## src/rtl/dcache_tag_ctrl_if.sv

```systemverilog
// dcache_tag_ctrl_if: core-side lookup/update/invalidate signals and tag RAM port signals.
// The controller takes the slave view; the core plus RAM environment takes the master view.
interface dcache_tag_ctrl_if;
    logic        lookup_valid_i;
    logic [31:0] lookup_addr_i;
    logic        lookup_accept_o;
    logic        resp_valid_o;
    logic        resp_hit_o;
    logic        resp_dirty_o;
    logic [18:0] resp_tag_o;
    logic        upd_valid_i;
    logic [31:0] upd_addr_i;
    logic        upd_valid_bit_i;
    logic        upd_dirty_i;
    logic        upd_accept_o;
    logic        inval_all_i;
    logic        busy_o;
    logic        inval_done_o;
    logic [7:0]  tag_addr0_o;
    logic [20:0] tag_data0_i;
    logic [7:0]  tag_addr1_o;
    logic [20:0] tag_data1_o;
    logic        tag_wr1_o;

    modport slave (
        input  lookup_valid_i, lookup_addr_i, upd_valid_i, upd_addr_i, upd_valid_bit_i,
               upd_dirty_i, inval_all_i, tag_data0_i,
        output lookup_accept_o, resp_valid_o, resp_hit_o, resp_dirty_o, resp_tag_o,
               upd_accept_o, busy_o, inval_done_o, tag_addr0_o, tag_addr1_o, tag_data1_o, tag_wr1_o
    );

    modport master (
        output lookup_valid_i, lookup_addr_i, upd_valid_i, upd_addr_i, upd_valid_bit_i,
               upd_dirty_i, inval_all_i, tag_data0_i,
        input  lookup_accept_o, resp_valid_o, resp_hit_o, resp_dirty_o, resp_tag_o,
               upd_accept_o, busy_o, inval_done_o, tag_addr0_o, tag_addr1_o, tag_data1_o, tag_wr1_o
    );
endinterface

```

## src/rtl/dcache_tag_ctrl.sv

```systemverilog
// dcache_tag_ctrl: clears the 256-entry tag RAM after reset / global invalidate and
// arbitrates the RAM read port (lookups) and write port (fills, dirty, invalidate writes).
module dcache_tag_ctrl (
    input  logic             clk_i,
    input  logic             rst_i,
    dcache_tag_ctrl_if.slave bus
);
    typedef enum logic [1:0] {INIT, SWEEP, IDLE} state_t;

    state_t      state_q, state_d;
    logic [7:0]  cnt_q, cnt_d;
    logic        resp_valid_q, resp_valid_d;
    logic [18:0] req_tag_q, req_tag_d;
    logic        done_q, done_d;
    logic        idle, lk_acc, up_acc;

    always_ff @(posedge clk_i or negedge rst_i) begin
        if (!rst_i) begin
            state_q      <= INIT;
            cnt_q        <= '0;
            resp_valid_q <= 1'b0;
            req_tag_q    <= '0;
            done_q       <= 1'b0;
        end else begin
            state_q      <= state_d;
            cnt_q        <= cnt_d;
            resp_valid_q <= resp_valid_d;
            req_tag_q    <= req_tag_d;
            done_q       <= done_d;
        end
    end

    always_comb begin
        idle    = state_q == IDLE;
        lk_acc  = idle && bus.lookup_valid_i;
        up_acc  = idle && bus.upd_valid_i;
        state_d = state_q;
        case (state_q)
            INIT:    state_d = SWEEP;
            SWEEP:   state_d = cnt_q == 8'hff ? IDLE : SWEEP;
            default: state_d = bus.inval_all_i ? SWEEP : IDLE;
        endcase
        // counter rests at zero outside SWEEP so every sweep starts from index 0
        cnt_d        = state_q == SWEEP ? cnt_q + 8'd1 : 8'd0;
        done_d       = state_q == SWEEP && cnt_q == 8'hff;
        resp_valid_d = lk_acc;
        req_tag_d    = lk_acc ? bus.lookup_addr_i[31:13] : req_tag_q;
        bus.lookup_accept_o = lk_acc;
        bus.upd_accept_o    = up_acc;
        bus.busy_o          = !idle;
        bus.inval_done_o    = done_q;
        bus.tag_addr0_o     = idle ? bus.lookup_addr_i[12:5] : 8'd0;
        bus.tag_addr1_o     = idle ? bus.upd_addr_i[12:5] : cnt_q;
        bus.tag_data1_o     = idle ? {bus.upd_valid_bit_i, bus.upd_dirty_i, bus.upd_addr_i[31:13]} : 21'd0;
        bus.tag_wr1_o       = state_q == SWEEP || up_acc;
        // RAM data arrives one cycle after the read index; gate it with the registered flag
        bus.resp_valid_o = resp_valid_q;
        bus.resp_hit_o   = resp_valid_q && bus.tag_data0_i[20] && bus.tag_data0_i[18:0] == req_tag_q;
        bus.resp_dirty_o = resp_valid_q && bus.tag_data0_i[19];
        bus.resp_tag_o   = resp_valid_q ? bus.tag_data0_i[18:0] : 19'd0;
    end
endmodule
```

## src/flat_wrapper.sv

```systemverilog
// flat-port wrapper written by rule: the top's interface ports become plain ports
module dcache_tag_ctrl_flat 
  (clk_i, rst_i, bus_lookup_valid_i, bus_lookup_addr_i, bus_upd_valid_i, bus_upd_addr_i, bus_upd_valid_bit_i, bus_upd_dirty_i, bus_inval_all_i, bus_tag_data0_i, bus_lookup_accept_o, bus_resp_valid_o, bus_resp_hit_o, bus_resp_dirty_o, bus_resp_tag_o, bus_upd_accept_o, bus_busy_o, bus_inval_done_o, bus_tag_addr0_o, bus_tag_addr1_o, bus_tag_data1_o, bus_tag_wr1_o);
  dcache_tag_ctrl_if bus_i ();
  input  logic clk_i;
  input  logic rst_i;
  input wire logic [$bits(bus_i.lookup_valid_i)-1:0] bus_lookup_valid_i;
  input wire logic [$bits(bus_i.lookup_addr_i)-1:0] bus_lookup_addr_i;
  input wire logic [$bits(bus_i.upd_valid_i)-1:0] bus_upd_valid_i;
  input wire logic [$bits(bus_i.upd_addr_i)-1:0] bus_upd_addr_i;
  input wire logic [$bits(bus_i.upd_valid_bit_i)-1:0] bus_upd_valid_bit_i;
  input wire logic [$bits(bus_i.upd_dirty_i)-1:0] bus_upd_dirty_i;
  input wire logic [$bits(bus_i.inval_all_i)-1:0] bus_inval_all_i;
  input wire logic [$bits(bus_i.tag_data0_i)-1:0] bus_tag_data0_i;
  output wire logic [$bits(bus_i.lookup_accept_o)-1:0] bus_lookup_accept_o;
  output wire logic [$bits(bus_i.resp_valid_o)-1:0] bus_resp_valid_o;
  output wire logic [$bits(bus_i.resp_hit_o)-1:0] bus_resp_hit_o;
  output wire logic [$bits(bus_i.resp_dirty_o)-1:0] bus_resp_dirty_o;
  output wire logic [$bits(bus_i.resp_tag_o)-1:0] bus_resp_tag_o;
  output wire logic [$bits(bus_i.upd_accept_o)-1:0] bus_upd_accept_o;
  output wire logic [$bits(bus_i.busy_o)-1:0] bus_busy_o;
  output wire logic [$bits(bus_i.inval_done_o)-1:0] bus_inval_done_o;
  output wire logic [$bits(bus_i.tag_addr0_o)-1:0] bus_tag_addr0_o;
  output wire logic [$bits(bus_i.tag_addr1_o)-1:0] bus_tag_addr1_o;
  output wire logic [$bits(bus_i.tag_data1_o)-1:0] bus_tag_data1_o;
  output wire logic [$bits(bus_i.tag_wr1_o)-1:0] bus_tag_wr1_o;
  assign bus_i.lookup_valid_i = bus_lookup_valid_i;
  assign bus_i.lookup_addr_i = bus_lookup_addr_i;
  assign bus_i.upd_valid_i = bus_upd_valid_i;
  assign bus_i.upd_addr_i = bus_upd_addr_i;
  assign bus_i.upd_valid_bit_i = bus_upd_valid_bit_i;
  assign bus_i.upd_dirty_i = bus_upd_dirty_i;
  assign bus_i.inval_all_i = bus_inval_all_i;
  assign bus_i.tag_data0_i = bus_tag_data0_i;
  assign bus_lookup_accept_o = bus_i.lookup_accept_o;
  assign bus_resp_valid_o = bus_i.resp_valid_o;
  assign bus_resp_hit_o = bus_i.resp_hit_o;
  assign bus_resp_dirty_o = bus_i.resp_dirty_o;
  assign bus_resp_tag_o = bus_i.resp_tag_o;
  assign bus_upd_accept_o = bus_i.upd_accept_o;
  assign bus_busy_o = bus_i.busy_o;
  assign bus_inval_done_o = bus_i.inval_done_o;
  assign bus_tag_addr0_o = bus_i.tag_addr0_o;
  assign bus_tag_addr1_o = bus_i.tag_addr1_o;
  assign bus_tag_data1_o = bus_i.tag_data1_o;
  assign bus_tag_wr1_o = bus_i.tag_wr1_o;
  dcache_tag_ctrl u_core (.clk_i(clk_i), .rst_i(rst_i), .bus(bus_i));
endmodule
```

## config.mk

```make
export PLATFORM = sky130hd
export DESIGN_NAME = dcache_tag_ctrl_flat
export DESIGN_NICKNAME = d
export VERILOG_FILES = /design/src/rtl/dcache_tag_ctrl_if.sv /design/src/rtl/dcache_tag_ctrl.sv /design/src/flat_wrapper.sv
export SDC_FILE = /design/constraint.sdc
export NUM_CORES = 1
export LEC_CHECK = 0
export CORE_ASPECT_RATIO = 0.8
export CORE_MARGIN = 5
export CORE_UTILIZATION = 36
export CTS_BUF_LIST = sky130_fd_sc_hd__clkbuf_4 sky130_fd_sc_hd__clkbuf_8
export DETAILED_ROUTE_END_ITERATION = 16
export HOLD_SLACK_MARGIN = 0.08
export PLACE_DENSITY_LB_ADDON = 0.1
export SLEW_MARGIN = 0
export SYNTH_ARGS = -nofsm -noshare
export SYNTH_HDL_FRONTEND = slang
export SYNTH_SLANG_ARGS = --single-unit
```

## constraint.sdc

```tcl
create_clock -name clk_i -period 4.4 [get_ports clk_i]
set_input_delay 0.88 -clock clk_i [delete_from_list [all_inputs] [get_ports clk_i]]
set_output_delay 0.88 -clock clk_i [all_outputs]
set_load 0.05 [all_outputs]
```

==> results.md <==
- Crit Path Max Fanout: 2
- TNS Setup: 0 ns
- Final min period: 3.51 ns
- Io pins: 156
- Wire per inst: 14.3 um
- Top achievable clock speed: 0.285 GHz
- Top-area cell type share of the netlist area: 42.2%
- Top Usage Layer GRT: met2
- Post-synth EDFFs: 0
- Syn_nets: 267
- Pre-CTS WS: 0.875 ns
- Clock transition at path regs: 0.06 ns
- GR Util All Layers: 16.2%
- ANT cells: 0
- Arrival @ worst endpoint: 2.63 ns
- Share of layout cells above drive strength 1: 13.4%
- Max cap viols: 0
- Die width: 89.9 um
- Worst EP required: 3.52 ns
- Core Box Area: 4980 um2
- CTS Hold Bufs: 0
- Total wire length: 5.49 mm
- Hold Path Class: flop to flop
- Critical path type: input port to output port
- Crit path capture type: output port
- Post-synth top cells: and2_1, dfrtp_1, mux2_2
- Worst-Margin Slew: 0.531 ns
- H-tree depth: 2
- Area leader, netlist: dfrtp_1
- Port Buffers: 145
- Post-synthesis sequential area ratio: 42.2%
- CTS Sinks: 31
- Setup Fix Bufs, Post-CTS: 0
- Leak pwr: 1.47 nW
- Vias per cell: 4.54
- CTS Root Cell: clkbuf_8
- DP HPWL: 4.48 mm
- Status: finished clean
- Crit share post-route: 79.8%
- Initial antenna violation count: 0
- Rel. slew slack: 64.5%
- GR Layer Usage met2: 26.9%
- First-pass GRT wire length: 8.66 mm
- Layout area overhead: 89.0%
- RSZ-0062 raised after global routing: no
- Synthesized area per cell: 10.6 um2
- Post-Syn Area: 1840 um2
- Final Skew: 0.00892 ns
- Remaining DRCs: 0
- Worst-Skew Late Latency: 0.28 ns
- Nets: 414
- Die ar.: 6640 um2
- Rows: 23
- Post-synthesis register bit count: 31
- RePlAce Congestion: 0.755
- Grt ovf: 0
- Top post-synthesis cells by area: dfrtp_1, and2_1, mux2_2
- Pwr dens: 190 nW/um2
- Max VDD drop: 0.000152 V
- Asr flop ratio synth: 100%
- Initial Util: 36.9%
- Final setup margin: 0.890 ns
- Post-CTS sizing: 0
- Pins Over Slew Limit: 0
- Yosys cell types: 23
- CP startpoint kind: input port
- Total number of vias: 1742
- DIE HEIGHT: 73.9 um
- Syn. warnings: 0
- Vias in the first global route: 1769
- DRT iter0 DRCs: 36
- Count leader, synth: and2_1
- Drt first pass iters: 4
- Main synth FF type: dfrtp_1
- Routed Antenna Nets: 0
- # setup viols final: 0
- Final Hold Viols: 0
- Cells after synthesis: 174
- Largest net degree at the start of global routing: 41
- Global routing met3 resource utilization: 6.76%
- CTS tree: yes
- CTS Buf Count: 5
- Met1 GRT Util: 20.0%
- Clock tree buffer depth: 2
-- registers in the layout, summed over array words and instances, names as in the netlist --
register / count
u_core.state_q: 2
u_core.req_tag_q: 19
u_core.cnt_q: 8
u_core.bus.resp_valid_o: 1
u_core.bus.inval_done_o: 1
-- kinds of logic after synthesis --
| family | count (synthesis) | synth area share [%] |
|---|---|---|
| compound gates | 2 | 0.681 |
| xor+xnor | 25 | 11.9 |
| buf+inv | 11 | 2.45 |
| fa+ha+maj | 1 | 0.681 |
| flops | 31 | 42.2 |
| mux | 27 | 16.6 |
| simple gates | 77 | 25.5 |
-- metal layers --
metal	vias up	wire, um
li1	863	-
met1	788	2400
met2	84	2510
met3	7	532
met4	0	46
met5	-	0
-- through the flow --
step	total power [mW]	area (um2)	util, %	hold slack [ns]	std cells
after CTS	0.667	3470	69.7	0.488	384
after global routing	0.687	3470	69.7	0.527	384
after detailed placement	0.380	3350	67.4	0.479	376
final	0.661	3470	69.7	0.483	384
after floorplan	0.299	1840	-	0.442	174
after global placement	0.379	3350	67.4	0.472	376
-- layout make-up --
| type | count | area (um2) |
|---|---|---|
| Fill cell | 407 | 1510 |
| Timing Repair Buffer | 148 | 1470 |
| Multi-Input combinational cell | 132 | 1020 |
| Sequential cell | 31 | 776 |
| Clock buffer | 6 | 82.6 |
| Tap cell | 62 | 77.6 |
| Clock inverter | 2 | 35.0 |
| Inverter | 3 | 11.3 |
-- worst paths after layout --
path                                     startpoint                    to  slack [ns]  depth (start not counted)
worst max-delay path            bus_tag_data0_i[13]        bus_resp_hit_o        0.89                          6
worst min-delay path                u_core.cnt_q[0]       u_core.cnt_q[0]        0.48                          1
worst max register to register    u_core.state_q[1]   u_core.req_tag_q[9]        2.73                          5
worst min register to register      u_core.cnt_q[0]       u_core.cnt_q[0]        0.48                          1
max in group asynchronous                     rst_i   u_core.req_tag_q[6]        3.12                          2
min in group asynchronous                     rst_i  u_core.req_tag_q[11]        0.98                          2
-- report_power, final --
part	switching, mW	total [mW]	internal, mW
Sequential	0	0.285	0.285
Combinational	0.0204	0.0891	0.0687
Clock	0.104	0.287	0.183
-- critical path: stages --
cell,delay (ns)
clkdlybuf4s50_1,0.49
xnor2_1,0.12
nand3_1,0.09
or4_1,0.53
nor4_2,0.28
buf_4,0.24
-- layout by cell type (no fill, tap or decap), types with 3 or more instances in the layout --
cell,instances
clkdlybuf4s50_1,144
and2_1,50
dfrtp_1,31
mux2_2,27
xnor2_1,20
nor2_1,7
clkbuf_8,6
xor2_1,5
nand3_1,4
nand4_1,4
buf_4,4
and3_1,3
inv_1,3
Power figures use the tool's default switching activity.
